--- config.mk ---
export PLATFORM = sky130hd
export DESIGN_NAME = pwm_multichannel_driver
export DESIGN_NICKNAME = d
export VERILOG_FILES = /design/src/rtl/pwm_pkg.sv /design/src/rtl/pwm_channel.sv /design/src/rtl/pwm_multichannel_driver.sv
export SDC_FILE = /design/constraint.sdc
export NUM_CORES = 1
export LEC_CHECK = 0
export BUFFER_PORTS_ARGS = -buffer_cell sky130_fd_sc_hd__buf_4
export CAP_MARGIN = 20
export CORE_MARGIN = 1.5
export CORE_UTILIZATION = 61
export DETAILED_ROUTE_END_ITERATION = 10
export PLACE_DENSITY = 0.82
export SETUP_SLACK_MARGIN = 0.02
export SYNTH_ARGS = -nofsm -noshare
export SYNTH_HDL_FRONTEND = slang
export SYNTH_HIERARCHICAL = 1
export SYNTH_SLANG_ARGS = --single-unit
--- constraint.sdc ---
create_clock -name clk -period 2.3 [get_ports clk]
set_input_delay 0 -clock clk [delete_from_list [all_inputs] [get_ports clk]]
set_output_delay 0 -clock clk [all_outputs]
set_load 0.005 [all_outputs]
--- src/rtl/pwm_pkg.sv ---
// Shared definitions for the multichannel PWM driver: default widths,
// counter-mode enumeration and the duty-cycle compare used by every channel.
// Optional build macro: PWM_CENTER_ALIGNED_EN (triangle counter, see top).
package pwm_pkg;

    localparam int DEF_WIDTH      = 8;
    localparam int DEF_PRESCALE_W = 4;

    // Operand width of is_on; counter/level widths up to this are supported.
    localparam int CMP_W = 32;

    typedef enum logic {SAW, TRIANGLE} cnt_mode_e;

    // Output is high while the period counter is below the level, so level 0
    // never fires and any level above the top value is permanently on.
    function automatic logic is_on(input logic [CMP_W-1:0] level,
                                   input logic [CMP_W-1:0] cnt);
        return cnt < level;
    endfunction

endpackage

--- src/rtl/pwm_channel.sv ---
// One PWM channel: double-buffered duty level and a registered compare
// against the shared period counter.
// Optional build macro: PWM_CENTER_ALIGNED_EN (no effect inside the channel).
module pwm_channel
    import pwm_pkg::*;
#(
    parameter int WIDTH = DEF_WIDTH
) (
    input  logic             clk,
    input  logic             rst,
    input  logic             wr_en,
    input  logic [WIDTH-1:0] wr_data,
    input  logic             load,
    input  logic [WIDTH-1:0] cnt,
    output logic             pwm
);

    logic [WIDTH-1:0] shadow_level;
    logic [WIDTH-1:0] active_level;

    // Shadow takes writes any time; active only changes at a period boundary,
    // and a write landing on that boundary goes straight into the new period.
    always_ff @(posedge clk or posedge rst) begin
        if (rst) begin
            shadow_level <= '0;
            active_level <= '0;
            pwm          <= 1'b0;
        end else begin
            if (wr_en) begin
                shadow_level <= wr_data;
            end
            if (load) begin
                active_level <= wr_en ? wr_data : shadow_level;
            end
            pwm <= is_on(CMP_W'(active_level), CMP_W'(cnt));
        end
    end

endmodule

--- src/rtl/pwm_multichannel_driver.sv ---
// N-channel PWM generator with prescaler and programmable period top.
// Level and top writes are double-buffered and applied at the period boundary.
// Optional build macro: PWM_CENTER_ALIGNED_EN selects a triangle (up/down)
// counter for centre-aligned pulses; default build uses a sawtooth counter.
module pwm_multichannel_driver
    import pwm_pkg::*;
#(
    parameter  int CHANNELS   = 8,
    parameter  int WIDTH      = DEF_WIDTH,
    parameter  int PRESCALE_W = DEF_PRESCALE_W,
    localparam int ADDR_W     = (CHANNELS > 1) ? $clog2(CHANNELS) : 1
) (
    input  logic                  clk,
    input  logic                  rst,
    input  logic [PRESCALE_W-1:0] prescale,
    input  logic                  lvl_wr_en,
    input  logic [ADDR_W-1:0]     lvl_wr_addr,
    input  logic [WIDTH-1:0]      lvl_wr_data,
    input  logic                  top_wr_en,
    input  logic [WIDTH-1:0]      top_wr_data,
    output logic [CHANNELS-1:0]   pwm_out,
    output logic                  period_start
);

    logic [PRESCALE_W-1:0] pre_cnt;
    logic                  tick;
    logic [WIDTH-1:0]      cnt;
    logic [WIDTH-1:0]      shadow_top;
    logic [WIDTH-1:0]      active_top;
    logic                  boundary;
    logic [CHANNELS-1:0]   lvl_sel;

    // prescale is sampled live; lowering it below pre_cnt lets pre_cnt wrap.
    assign tick = (pre_cnt == prescale);

    // Free-running prescaler that restarts on every tick.
    always_ff @(posedge clk or posedge rst) begin
        if (rst) begin
            pre_cnt <= '0;
        end else begin
            pre_cnt <= tick ? '0 : pre_cnt + PRESCALE_W'(1);
        end
    end

`ifdef PWM_CENTER_ALIGNED_EN
    logic dir_down;
    logic going_down;

    // Reaching the top on the way up turns the counter around on the same tick.
    assign going_down = dir_down || (cnt == active_top);
    assign boundary   = tick && ((active_top == '0) ||
                                 (going_down && (cnt == WIDTH'(1))));

    // Triangle counter 0..top..0; a zero top pins it at 0.
    always_ff @(posedge clk or posedge rst) begin
        if (rst) begin
            cnt      <= '0;
            dir_down <= 1'b0;
        end else if (tick) begin
            if (active_top == '0) begin
                cnt      <= '0;
                dir_down <= 1'b0;
            end else if (going_down) begin
                cnt      <= cnt - WIDTH'(1);
                dir_down <= (cnt != WIDTH'(1));
            end else begin
                cnt <= cnt + WIDTH'(1);
            end
        end
    end
`else
    assign boundary = tick && (cnt == active_top);

    // Sawtooth counter 0..top, period of top+1 ticks.
    always_ff @(posedge clk or posedge rst) begin
        if (rst) begin
            cnt <= '0;
        end else if (tick) begin
            cnt <= (cnt == active_top) ? '0 : cnt + WIDTH'(1);
        end
    end
`endif

    // Double-buffered period top with boundary bypass, plus the boundary pulse.
    always_ff @(posedge clk or posedge rst) begin
        if (rst) begin
            shadow_top   <= '1;
            active_top   <= '1;
            period_start <= 1'b0;
        end else begin
            if (top_wr_en) begin
                shadow_top <= top_wr_data;
            end
            if (boundary) begin
                active_top <= top_wr_en ? top_wr_data : shadow_top;
            end
            period_start <= boundary;
        end
    end

    // Addresses at or above CHANNELS select no channel, so such writes vanish.
    for (genvar g = 0; g < CHANNELS; g++) begin : g_ch
        assign lvl_sel[g] = lvl_wr_en && (lvl_wr_addr == ADDR_W'(g));

        pwm_channel #(
            .WIDTH(WIDTH)
        ) u_ch (
            .clk     (clk),
            .rst     (rst),
            .wr_en   (lvl_sel[g]),
            .wr_data (lvl_wr_data),
            .load    (boundary),
            .cnt     (cnt),
            .pwm     (pwm_out[g])
        );
    end

endmodule

Word level (Yosys, flattened, before mapping)
Cells that the tools add are included.
{ "word_totals": {"reg_bits": 165, "out_inout_bits": 9} }
{ "op_classes": {"add_sub_neg": 2, "magnitude_cmp": 8, "n_eq_ne": 9, "muxes": 11, "n_reduce_logical": 10} }
{ "op_table": {"columns": ["cell", "n"], "rows": [
  ["$mux 8", 10],
  ["$lt 8x8->1", 8],
  ["$eq 3x3->1 const B", 4],
  ["$logic_and 1x1->1", 9],
  ["$add 8x1->8 const B", 1],
  ["$eq 8x8->1", 1],
  ["$eq 3x2->1 const B", 2],
  ["$add 4x1->4 const B", 1],
  ["$eq 4x4->1", 1],
  ["$mux 4", 1],
  ["$eq 3x1->1 const B", 1],
  ["$logic_not 3->1", 1]
]} }

Logic depth before layout (Yosys ltp)
Gate-level depths: netlist of the first run.
{ "depth": {"word_depth": 3, "ltp_mapped": 8} }

By module
The synthesis of the first run kept the hierarchy.
{ "by_module_without_submodules": {"columns": ["module", "n_inst", "cells_per_inst", "area_each_um2", "seq_area_each_um2"], "rows": [
  ["pwm_channel", 8, 68, 785.8, 425.4],
  ["pwm_multichannel_driver", 1, 124, 1433.9, 745.7]
]} }

Worst setup path after synthesis of the first run
Ideal clock, no wire load.
{ "synth_path": {"path_kind": "register to register", "from": "register cnt[3]", "to": "register g_ch[0].u_ch.active_level[1]", "arrival_time_ps": 1971, "required_time_ps": 2165, "path_slack_ps": 194, "path_stages_with_launch": 8, "path_buffers": 3, "cell_sequence": "dfrtp_1 -> buf_2 -> xnor2_1 -> nand4_1 -> nor3_4 -> buf_6 -> clkbuf_1 -> o21ai_0"} }
{ "synth_between": {"elab_chain_len": 2} }
{ "synth_lines": {"columns": ["element", "line", "text"], "rows": [
  ["start, declared", "pwm_multichannel_driver.sv:27", "logic [WIDTH-1:0] cnt;"],
  ["start signal, assigned", "pwm_multichannel_driver.sv:79", "cnt <= (cnt == active_top) ? '0 : cnt + WIDTH'(1);"],
  ["$eq 8x8->1", "pwm_multichannel_driver.sv:72", "assign boundary = tick && (cnt == active_top);"],
  ["$logic_and 1x1->1", "pwm_multichannel_driver.sv:72", null],
  ["via boundary", "pwm_multichannel_driver.sv:30", "logic boundary;"],
  ["end signal, assigned", "pwm_channel.sv:33", "active_level <= wr_en ? wr_data : shadow_level;"],
  ["end, declared", "pwm_channel.sv:19", "logic [WIDTH-1:0] active_level;"]
]} }
The timed path passes the listed nets, and every way through them passes these cells.
A chain may end at the register's enable or synchronous reset.

Worst setup path in the final report of the first run
{ "layout_path": {"from": "register active_top[5]", "to": "register g_ch[6].u_ch.active_level[6]"} }
{ "layout_between": {"elab_chain_len": 2} }
{ "layout_lines": {"columns": ["element", "line", "text"], "rows": [
  ["start, declared", "pwm_multichannel_driver.sv:29", "logic [WIDTH-1:0] active_top;"],
  ["start signal, assigned", "pwm_multichannel_driver.sv:95", "active_top <= top_wr_en ? top_wr_data : shadow_top;"],
  ["$eq 8x8->1", "pwm_multichannel_driver.sv:72", null],
  ["$logic_and 1x1->1", "pwm_multichannel_driver.sv:72", null],
  ["end signal, assigned", "pwm_channel.sv:33", null],
  ["end, declared", "pwm_channel.sv:19", null]
]} }
Every way passes these cells.

==> summary.md, run 1 <==
| Metric | Value |
|---|---|
| Number of synthesized register bits | roughly 170 |
| Skew final | 0.00850 ns |
| H-tree depth | 4 |
| Commonest non-fill, non-tap cell in the layout | dfrtp_1 |
| Slew HR | 0.471 |
| Clock buffer count from CTS | 17 |
| Crit start category | flip-flop |
| Pin count of the biggest net entering global routing | 80 |
| Antenna Diode Count | 0 |
| Pre-antenna DRT Iters | 5 |
| Buffers on Ports | 35 |
| Sequential Area | 4150 um^2 |
| Core area | 12200 um^2 |
| Initial Utilization | 0.635 |
| Fmax | roughly 460 MHz |
| Die height | around 120 um |
| Via count | about 5.2k |
| # nets final | around 830 |
| Required time worst endpoint | 2.61 ns |
| Ys Warns | 6 |
| Fin cells | 929 |
| Drt drc | 0 |
| CTS tree | yes |
| Vias in the first global route | roughly 5.4k |
| Final period util | 0.938 |
| Max Buffers Root-to-Sink | 2 |
| Hpwl dp | about 11000 um |
| Global-route wire length before repair | 27700 um |
| Cell Rows | 40 |
| Clock transition at path regs | about 0.06 ns |
| Util after Layout | 0.748 |
| Insertion delay to the later sink of the worst-skew pair | about 0.42 ns |
| Final hold vios | 0 |
| Post-synthesis sequential area ratio | 0.537 |
| Synth-to-Final Area Change | 17.8% |
| Synthesized instance count | 668 |
| ANT nets after route | 0 |
| GRT overflow | 0 |
| WL final | 17500 um |
| RSZ-0062 raised after global routing | no |
| Fill count | roughly 760 |
| Setup TNS | 0 ns |
| Dpl cells | ~870 |
| RePlAce Congestion | between 0.8 and 0.9 |
| Worst-path fanout max | 79 |
| CP Class | reg2reg |
| Clk sink count | 165 |
| Most frequent cells in the layout | dfrtp_1 (149), nand2_1 (81), o21ai_0 (78) |
| Avg WL per Cell | 18.8 um |
| DRT iter0 DRCs | 379 |
| Initial antenna violation count | 0 |
| Final max-slew violation count | 0 |
| Syn avg cell area | between 10 and 15 um^2 |
| Setup violations, final | 0 |
| Final min period | 2.16 ns |
| Outcome | finished clean |
| Post-DR vias/cell | ~5.6 |
| Synth Cell Area | slightly below 8000 um^2 |
| PD cells | between 900 and 1000 nW/um^2 |
| Worst Hold Slack | 0.0767 ns |
| Synthesized net count | 753 |
| Worst min-delay path category | in2reg |
| Max Cap Violations | 0 |
| Layout cells sized above 1 | 0.256 |
| LEAKAGE | about 0.0044 uW |
| Worst vdd ir | between 0.6 and 0.7 mV |
| Die area | about 13000 um^2 |
| Global Route Usage Sum | 0.282 |
| Boundary Pins | 36 |
| Post-CTS Setup Bufs | 0 |
| Critical path capture point type | flip-flop |
| Footprint of the multi-input gates | about 3200 um^2 |
| Arrival @ worst endpoint | roughly 2.5 ns |
| Post-synth cell types | 30 |
| Root Driver | clkbuf_16 |
| Pin slew with the least headroom to its limit | 0.790 ns |
| Chip width | ~120 um |
[timing repair]
item	CTS	global route
setup endpoints to repair	0	0
hold buffers	25	0
gates resized for setup	0	0
endpoints found under the hold margin	229	0
[Yosys cell counts, drive strengths merged]
cell    count  share of area
dfrtp     149           0.48
mux2       88           0.14
nand2      81          0.039
o21ai      78          0.051
inv        66          0.032
ha         58          0.094
nor2       27          0.013
a21oi      21          0.014
dfstp      16          0.054
xnor2      13          0.015
buf        11          0.014
clkbuf     10         0.0049
a211oi      8         0.0078
a41oi       8         0.0091
nor2b       8         0.0065
nand4       4         0.0041
nand2b      3         0.0024
nand3       3         0.0019
nor3        3         0.0034
or3         3         0.0024
and4        2         0.0023
o211ai      2         0.0019
o31ai       2         0.0019
or4         2         0.0019
and2        1        0.00081
xor2        1         0.0011
[per-stage QoR]
step	worst slack, ns	total power [uW]	instance area [um^2]
after detailed placement	0.233	5460	8220
after global routing	0.0219	8840	9100
final	0.142	8440	9100
after CTS	0.205	8440	9100
after global placement	0.350	5290	8220
after floorplan	0.194	4880	7720
[layer usage]
layer	track usage	share of wire	wire length, um	vias to the layer above
met5	0	0	0	-
met4	0.103	0.018	318	0
met3	0.0622	0.043	744	39
met2	0.484	0.51	8930	138
met1	0.353	0.43	7500	2643
li1	-	-	-	2424
[worst paths after layout]
path	depth (start not counted)	end	start	slack, ns
min reg2reg	1	g_ch[2].u_ch/shadow_level[6]	g_ch[2].u_ch/shadow_level[6]	0.50
max in group asynchronous	4	shadow_top[0]	rst	1.23
max reg2reg	7	g_ch[6].u_ch/active_level[6]	active_top[5]	0.14
max	7	g_ch[6].u_ch/active_level[6]	active_top[5]	0.14
min in group asynchronous	3	g_ch[4].u_ch/active_level[5]	rst	0.30
min	3	active_top[5]	top_wr_en	0.08
[registers in the layout (all words and copies together) (netlist names)]
register,count
shadow_top,8
g_ch.u_ch/active_level,64
period_start,1
active_top,8
g_ch.u_ch/pwm,8
cnt,8
pre_cnt,4
g_ch.u_ch/shadow_level,64
[cells by family (layout without fill, tap and decap cells)]
logic type      Yosys count  count (layout)  share of synthesized area
buf+inv                  87             180                     0.0514
flops                   165             165                      0.537
xor+xnor                 14              14                     0.0159
compound gates          119             119                     0.0849
mux                      88              88                      0.138
fa+ha+maj                58              58                     0.0940
simple gates            137             137                     0.0783
[power breakdown]
| group | total (uW) | switching [uW] | internal (uW) |
|---|---|---|---|
| registers | 3690 | 209 | 3480 |
| logic | 1820 | 1050 | 776 |
| clock network | 2930 | 1100 | 1830 |
[area by class of cell]
cell class,count,area share
Multi-Input combinational cell,416,0.349
Sequential cell,165,0.456
Inverter,66,0.0272
Tap cell,168,0.0231
Clock inverter,7,0.00990
Timing Repair Buffer,82,0.0759
Clock buffer,25,0.0589
[worst max-delay path, stage by stage (launching register included)]
cell and delay, ns:
dfstp_2 0.55, xnor2_1 0.15, nand4_1 0.26, nor3_4 0.27
buf_12 0.34, buf_4 0.27, nand2_1 0.07, o21ai_0 0.12
No activity file was read; power rests on OpenSTA's default activity.
==> run 2: changes to the inputs <==
- ABC_AREA: unset -> 1
- CORE_UTILIZATION: 61 -> 62
- PLACE_DENSITY: 0.82 -> 0.83
==> summary.md, run 2 <==
| Metric | Value |
|---|---|
| Outcome | finished clean |
| Synth top cells by count | nand2_1 (259), inv_1 (186), dfrtp_1 (149) |
| Hpwl dp | around 11000 um |
| Drt drc | 0 |
| Pre-antenna DRT Iters | 5 |
| Final min period | approximately 2.1 ns |
| Post-synthesis sequential area ratio | 0.506 |
| Avg WL per Cell | roughly 15 um |
| Boundary Pins | 36 |
| Synthesized net count | around 1k |
| Global Route Usage Sum | 0.277 |
| # nets final | roughly 1.1k |
| GRT overflow | 0 |
| Max Cap Violations | 0 |
| Max Buffers Root-to-Sink | 2 |
| Most area-consuming cells after synthesis | dfrtp_1 (45%), nand2_1 (12%), ha_1 (8.8%) |
| ANT nets after route | 0 |
| Net switching fraction of the power | 0.333 |
| WL final | 18300 um |
| PD cells | between 1000 and 1500 nW/um^2 |
| Yosys top cell by area | dfrtp_1 |
| Clock power frac | 0.280 |
| DR WL met3 | about 990 um |
| Fill count | just under 900 |
| Final Worst Setup Slack | between 0.15 and 0.2 ns |
| Final hold vios | 0 |
| Setup violations, final | 0 |
| Critical path capture point type | flip-flop |
| Die area | about 14000 um^2 |
| Clk sink count | 165 |
| Critical-path cell list | inv_1 -> nand2_1 -> nand2_1 -> nand2_1 -> nor2_4 -> nand3_4 -> clkinvlp_2 -> mux2_2 |
| CP max stage cell | dfstp_2 |
| CP Class | reg2reg |
| Post-DR vias/cell | between 5 and 6 |
| Vias in the first global route | approximately 6.2k |
| Setup TNS | 0 ns |
| Top-count cell post-synth | nand2_1 |
| Met1 wire length | 8030 um |
| Post-synth EDFFs | 0 |
| Area fraction of the dominant cell type after synthesis | 0.455 |
| Initial Utilization | 0.642 |
| Insertion delay to the later sink of the worst-skew pair | ~0.43 ns |
| RePlAce Congestion | around 0.82 |
| Antenna Diode Count | 0 |
| Worst Hold Slack | about 0.062 ns |
| Root Driver | clkbuf_16 |
| Ys Warns | 6 |
| CTS tree | yes |
| Post-synth cell types | 25 |
| Pin slew with the least headroom to its limit | 0.680 ns |
| Clock buffer count from CTS | 17 |
| Top flop regs | g_ch.u_ch/active_level (64), g_ch.u_ch/shadow_level (64) |
| Cell Rows | 41 |
| Clock transition at path regs | 0.06 ns |
| Number of synthesized register bits | 165 |
| Async SR Flop Fraction | 1.00 |
| Worst min-delay path category | in2reg |
| Syn avg cell area | around 8.8 um^2 |
| Layout cells sized above 1 | 0.154 |
| Reg2reg setup slack | 0.19 ns |
| Required time worst endpoint | about 2.6 ns |
| Internal power | between 6000 and 7000 uW |
| Sequential Power Share | 0.421 |
| DRT iter0 DRCs | 567 |
| H-tree depth | 4 |
| Core area | roughly 13000 um^2 |
| LEAKAGE | approximately 0.005 uW |
| Global-route wire length before repair | about 30000 um |
| WL met2 | between 8000 and 9000 um |
| Crit start category | flip-flop |
| Worst vdd ir | ~0.59 mV |
| Post-CTS Setup Bufs | 0 |
| CP Buf/Inv Count | 2 |
| Synthesized instance count | 937 |
| Switch Pwr | between 3000 and 4000 uW |
| Pwr Total | around 10000 uW |
| Synth-to-Final Area Change | 16.5% |
| Arrival @ worst endpoint | around 2.4 ns |
| Util after Layout | 0.748 |
| Final max-slew violation count | 0 |
| Fmax | roughly 470 MHz |
| Die height | between 100 and 150 um |
| Most frequent cells in the layout | nand2_1 (259), inv_1 (185), dfrtp_1 (149) |
| CP delay by family, top | flip-flops |
| Crit-path max cell delay | between 0.5 and 0.6 ns |
| Chip width | about 120 um |
| RSZ-0062 raised after global routing | no |
| Synth Cell Area | between 8000 and 9000 um^2 |
| Most frequent CP cell | nand2_1 |
| Slew HR | 0.546 |
| Final period util | 0.916 |
| Main synth FF type | dfrtp_1 |
| Place WS | 0.195 ns |
| Skew final | 0.00700 ns |
| Highest routing layer actually used | met4 |
| Worst-path fanout max | 13 |
| Buffers on Ports | 35 |
| Commonest non-fill, non-tap cell in the layout | nand2_1 |
| Pin count of the biggest net entering global routing | 30 |
| Via count | ~6.3k |
| Initial antenna violation count | 0 |
| Logic pwr share | 0.299 |
==> run 2: cell types whose count changed in the layout (fill, tap and decap cells not counted), sizes merged, moves of 9 or more <==
cell	previous run	this run
nand2	81	264
inv	66	189
mux2	88	16
o21ai	78	128
nand3	3	21
a21oi	21	32
xnor2	13	4
==> run 2: path summary, 6_finish.rpt <==
check,endpoint,cells past startpoint,startpoint
worst max-delay path,g_ch[1].u_ch/active_level[0],8,active_top[5]
worst min-delay path,active_top[1],4,top_wr_en
worst max register to register,g_ch[1].u_ch/active_level[0],8,active_top[5]
worst min register to register,active_top[5],2,active_top[5]
max in group asynchronous,g_ch[3].u_ch/shadow_level[5],3,rst
min in group asynchronous,g_ch[1].u_ch/active_level[0],3,rst
==> run 2: final cells by class <==
type	count	area, um^2	share of cell area
Clock buffer	29	544	0.0570
Sequential cell	165	4150	0.434
Clock inverter	3	40.0	0.00419
Tap cell	172	215	0.0225
Timing Repair Buffer	86	708	0.0741
Inverter	190	717	0.0750
Multi-Input combinational cell	561	3180	0.333
Timing Repair inverter	1	5.00	0.000524
==> run 2: power groups by stage <==
stage | sequential (uW) | combinational [uW] | clock, uW
detailed placement | 4230 | 2850 | 0
global route | 4290 | 3420 | 2970
CTS | 4200 | 2970 | 2820
finish | 4200 | 2990 | 2790
global placement | 4180 | 2690 | 0
floorplan | 4180 | 2140 | 0
==> run 2: layer usage <==
layer	up-vias	track usage
li1	3076	-
met1	2998	0.372
met5	-	0
met4	0	0.143
met3	62	0.0523
met2	210	0.432
==> run 2: logic make-up after synthesis <==
family	count (synthesis)	share of synthesized area
simple gates	317	0.158
flops	165	0.506
mux	16	0.0220
xor+xnor	10	0.0107
fa+ha+maj	58	0.0885
buf+inv	211	0.107
compound gates	160	0.109
==> run 2: worst register-to-register path: stages, from the launching register on <==
cell        delay (ns)
dfstp_2           0.54
inv_1             0.04
nand2_1           0.04
nand2_1           0.08
nand2_1           0.13
nor2_4            0.06
nand3_4           0.16
clkinvlp_2        0.49
mux2_2            0.45
==> run 2: stage by stage <==
stage | std cells | area [um^2]
2_1_floorplan | 937 | 8210
3_3_place_gp | 1149 | 8720
3_5_place_dp | 1149 | 8720
4_1_cts | 1206 | 9550
5_1_grt | 1207 | 9560
6_report | 1207 | 9560
==> run 2: what timing repair did <==
| item | CTS | global route |
|---|---|---|
| hold buffers | 25 | 0 |
| resized for setup | 0 | 0 |
| hold endpoints to repair | 226 | 0 |
| setup endpoints to repair | 0 | 30 |
==> run 3: changes to the inputs <==
- CELL_PAD_IN_SITES_DETAIL_PLACEMENT: unset -> 0
- CELL_PAD_IN_SITES_GLOBAL_PLACEMENT: unset -> 2
- CORE_UTILIZATION: 62 -> 39
==> summary.md, run 3 (synthesis gave the netlist of run 2 again) <==
| Metric | Value |
|---|---|
| Crit start category | flip-flop |
| Chip width | between 100 and 150 um |
| Outcome | finished clean |
| Layout cells sized above 1 | 0.162 |
| Buffers on Ports | 35 |
| WL final | 18300 um |
| Setup TNS | 0 ns |
| Setup violations, final | 0 |
| Top flop regs | g_ch.u_ch/active_level (64), g_ch.u_ch/shadow_level (64) |
| Clk sink count | about 170 |
| Pin count of the biggest net entering global routing | 57 |
| Commonest non-fill, non-tap cell in the layout | nand2_1 |
| Clock buffer count from CTS | 17 |
| Cell Rows | 52 |
| GRT overflow | 0 |
| CP Class | reg2reg |
| Pin slew with the least headroom to its limit | ~0.82 ns |
| Max Buffers Root-to-Sink | 2 |
| Max Cap Violations | 0 |
| Worst-path fanout max | 56 |
| # nets final | about 1.1k |
| Worst Hold Slack | around 0.044 ns |
| Clock transition at path regs | ~0.07 ns |
| Initial antenna violation count | 0 |
| Post-DR vias/cell | roughly 4.4 |
| LEAKAGE | ~0.005 uW |
| Area after DPL | 8870 um^2 |
| Boundary Pins | 36 |
| Drt drc | 0 |
| Worst min-delay path category | in2reg |
| Finished Cell Area | a little under 10000 um^2 |
| RePlAce Congestion | 0.728 |
| Final min period | between 1.5 and 2 ns |
| Arrival @ worst endpoint | 2.30 ns |
| Sequential Power Share | 0.427 |
| Vias in the first global route | 5752 |
| Dpl cells | 1249 |
| Slew HR | 0.452 |
| Clock power frac | 0.282 |
| Global-route wire length before repair | between 30000 and 40000 um |
| Most frequent cells in the layout | nand2_1 (259), inv_1 (185), dfrtp_1 (149) |
| Fin cells | 1306 |
| Initial Utilization | 0.402 |
| Pre-antenna DRT Iters | 4 |
| Via count | between 5k and 6k |
| Critical path capture point type | flip-flop |
| Required time worst endpoint | 2.61 ns |
| ANT nets after route | 0 |
| Fmax | around 500 MHz |
| Fill count | between 1.5k and 2k |
| Skew final | 0.0131 ns |
| DRT iter0 DRCs | between 150 and 200 |
| Die area | 21900 um^2 |
| Internal power | between 6000 and 7000 uW |
| Worst vdd ir | 0.500 mV |
| PD cells | 1010 nW/um^2 |
| Final period util | 0.865 |
| Die height | around 150 um |
| RSZ-0062 raised after global routing | no |
| Synth-to-Final Area Change | 18.0% |
| Logic pwr share | 0.291 |
| Insertion delay to the later sink of the worst-skew pair | roughly 0.44 ns |
| Avg WL per Cell | around 14 um |
| Net switching fraction of the power | 0.349 |
| Final hold vios | 0 |
| Core area | around 20000 um^2 |
| Switch Pwr | approximately 3400 uW |
| Antenna Diode Count | 0 |
| Hpwl dp | ~12000 um |
| H-tree depth | 4 |
| Global Route Usage Sum | 0.186 |
| Root Driver | clkbuf_16 |
| Final max-slew violation count | 0 |
| CTS tree | yes |
-- run 3: final timing paths --
path	start	endpoint	slack, ns	cells past startpoint
max	active_top[2]	g_ch[7].u_ch/active_level[4]	0.31	11
min	top_wr_en	active_top[3]	0.04	4
max reg2reg	active_top[2]	g_ch[7].u_ch/active_level[4]	0.31	11
min reg2reg	active_top[0]	active_top[0]	0.48	2
max in group asynchronous	rst	shadow_top[1]	1.23	4
min in group asynchronous	rst	g_ch[4].u_ch/shadow_level[1]	0.30	3
-- run 3: per-stage QoR --
step	util	setup slack [ns]	total power, uW
after CTS	0.474	0.276	9900
after global placement	0.434	0.317	7010
after detailed placement	0.434	0.284	7080
after global routing	0.474	0.108	10600
after floorplan	-	0.229	6320
final	0.474	0.311	9770
-- run 3: area by class of cell --
class | count | area, um^2 | share of cell area
Clock buffer | 17 | 425 | 0.0440
Clock inverter | 15 | 136 | 0.0141
Inverter | 190 | 717 | 0.0741
Multi-Input combinational cell | 561 | 3180 | 0.328
Sequential cell | 165 | 4150 | 0.429
Tap cell | 270 | 338 | 0.0349
Timing Repair Buffer | 88 | 736 | 0.0760
-- run 3: power groups by stage --
stage | Clock (uW) | Combinational [uW] | Sequential [uW]
after floorplan | 0 | 2140 | 4180
after global placement | 0 | 2810 | 4200
after detailed placement | 0 | 2860 | 4220
after CTS | 2830 | 2910 | 4170
after global routing | 2970 | 3380 | 4270
final | 2760 | 2840 | 4170
-- run 3: what timing repair did --
| action | 4_1_cts | 5_1_grt |
|---|---|---|
| setup buffers | 0 | 0 |
| hold endpoints to repair | 228 | 0 |
| hold buffers | 25 | 0 |
| resized for setup | 0 | 0 |
-- run 3: critical path, stage by stage (launching register included) --
cell and delay, ns:
dfstp_2 0.55, inv_1 0.04, nand2_1 0.05, nand2_1 0.07, inv_1 0.06, nand2_2 0.06
nor2_4 0.11, nand3_4 0.16, clkinvlp_4 0.12, buf_12 0.25, buf_4 0.25, o21ai_0 0.11
-- run 3: per-layer routing --
layer	vias up	GRT usage	wire, um	part of all wire
li1	3078	-	-	-
met1	2660	0.253	9060	0.50
met2	50	0.304	8640	0.47
met3	14	0.0343	383	0.021
met4	0	0.0505	178	0.0097
met5	-	0	0	0
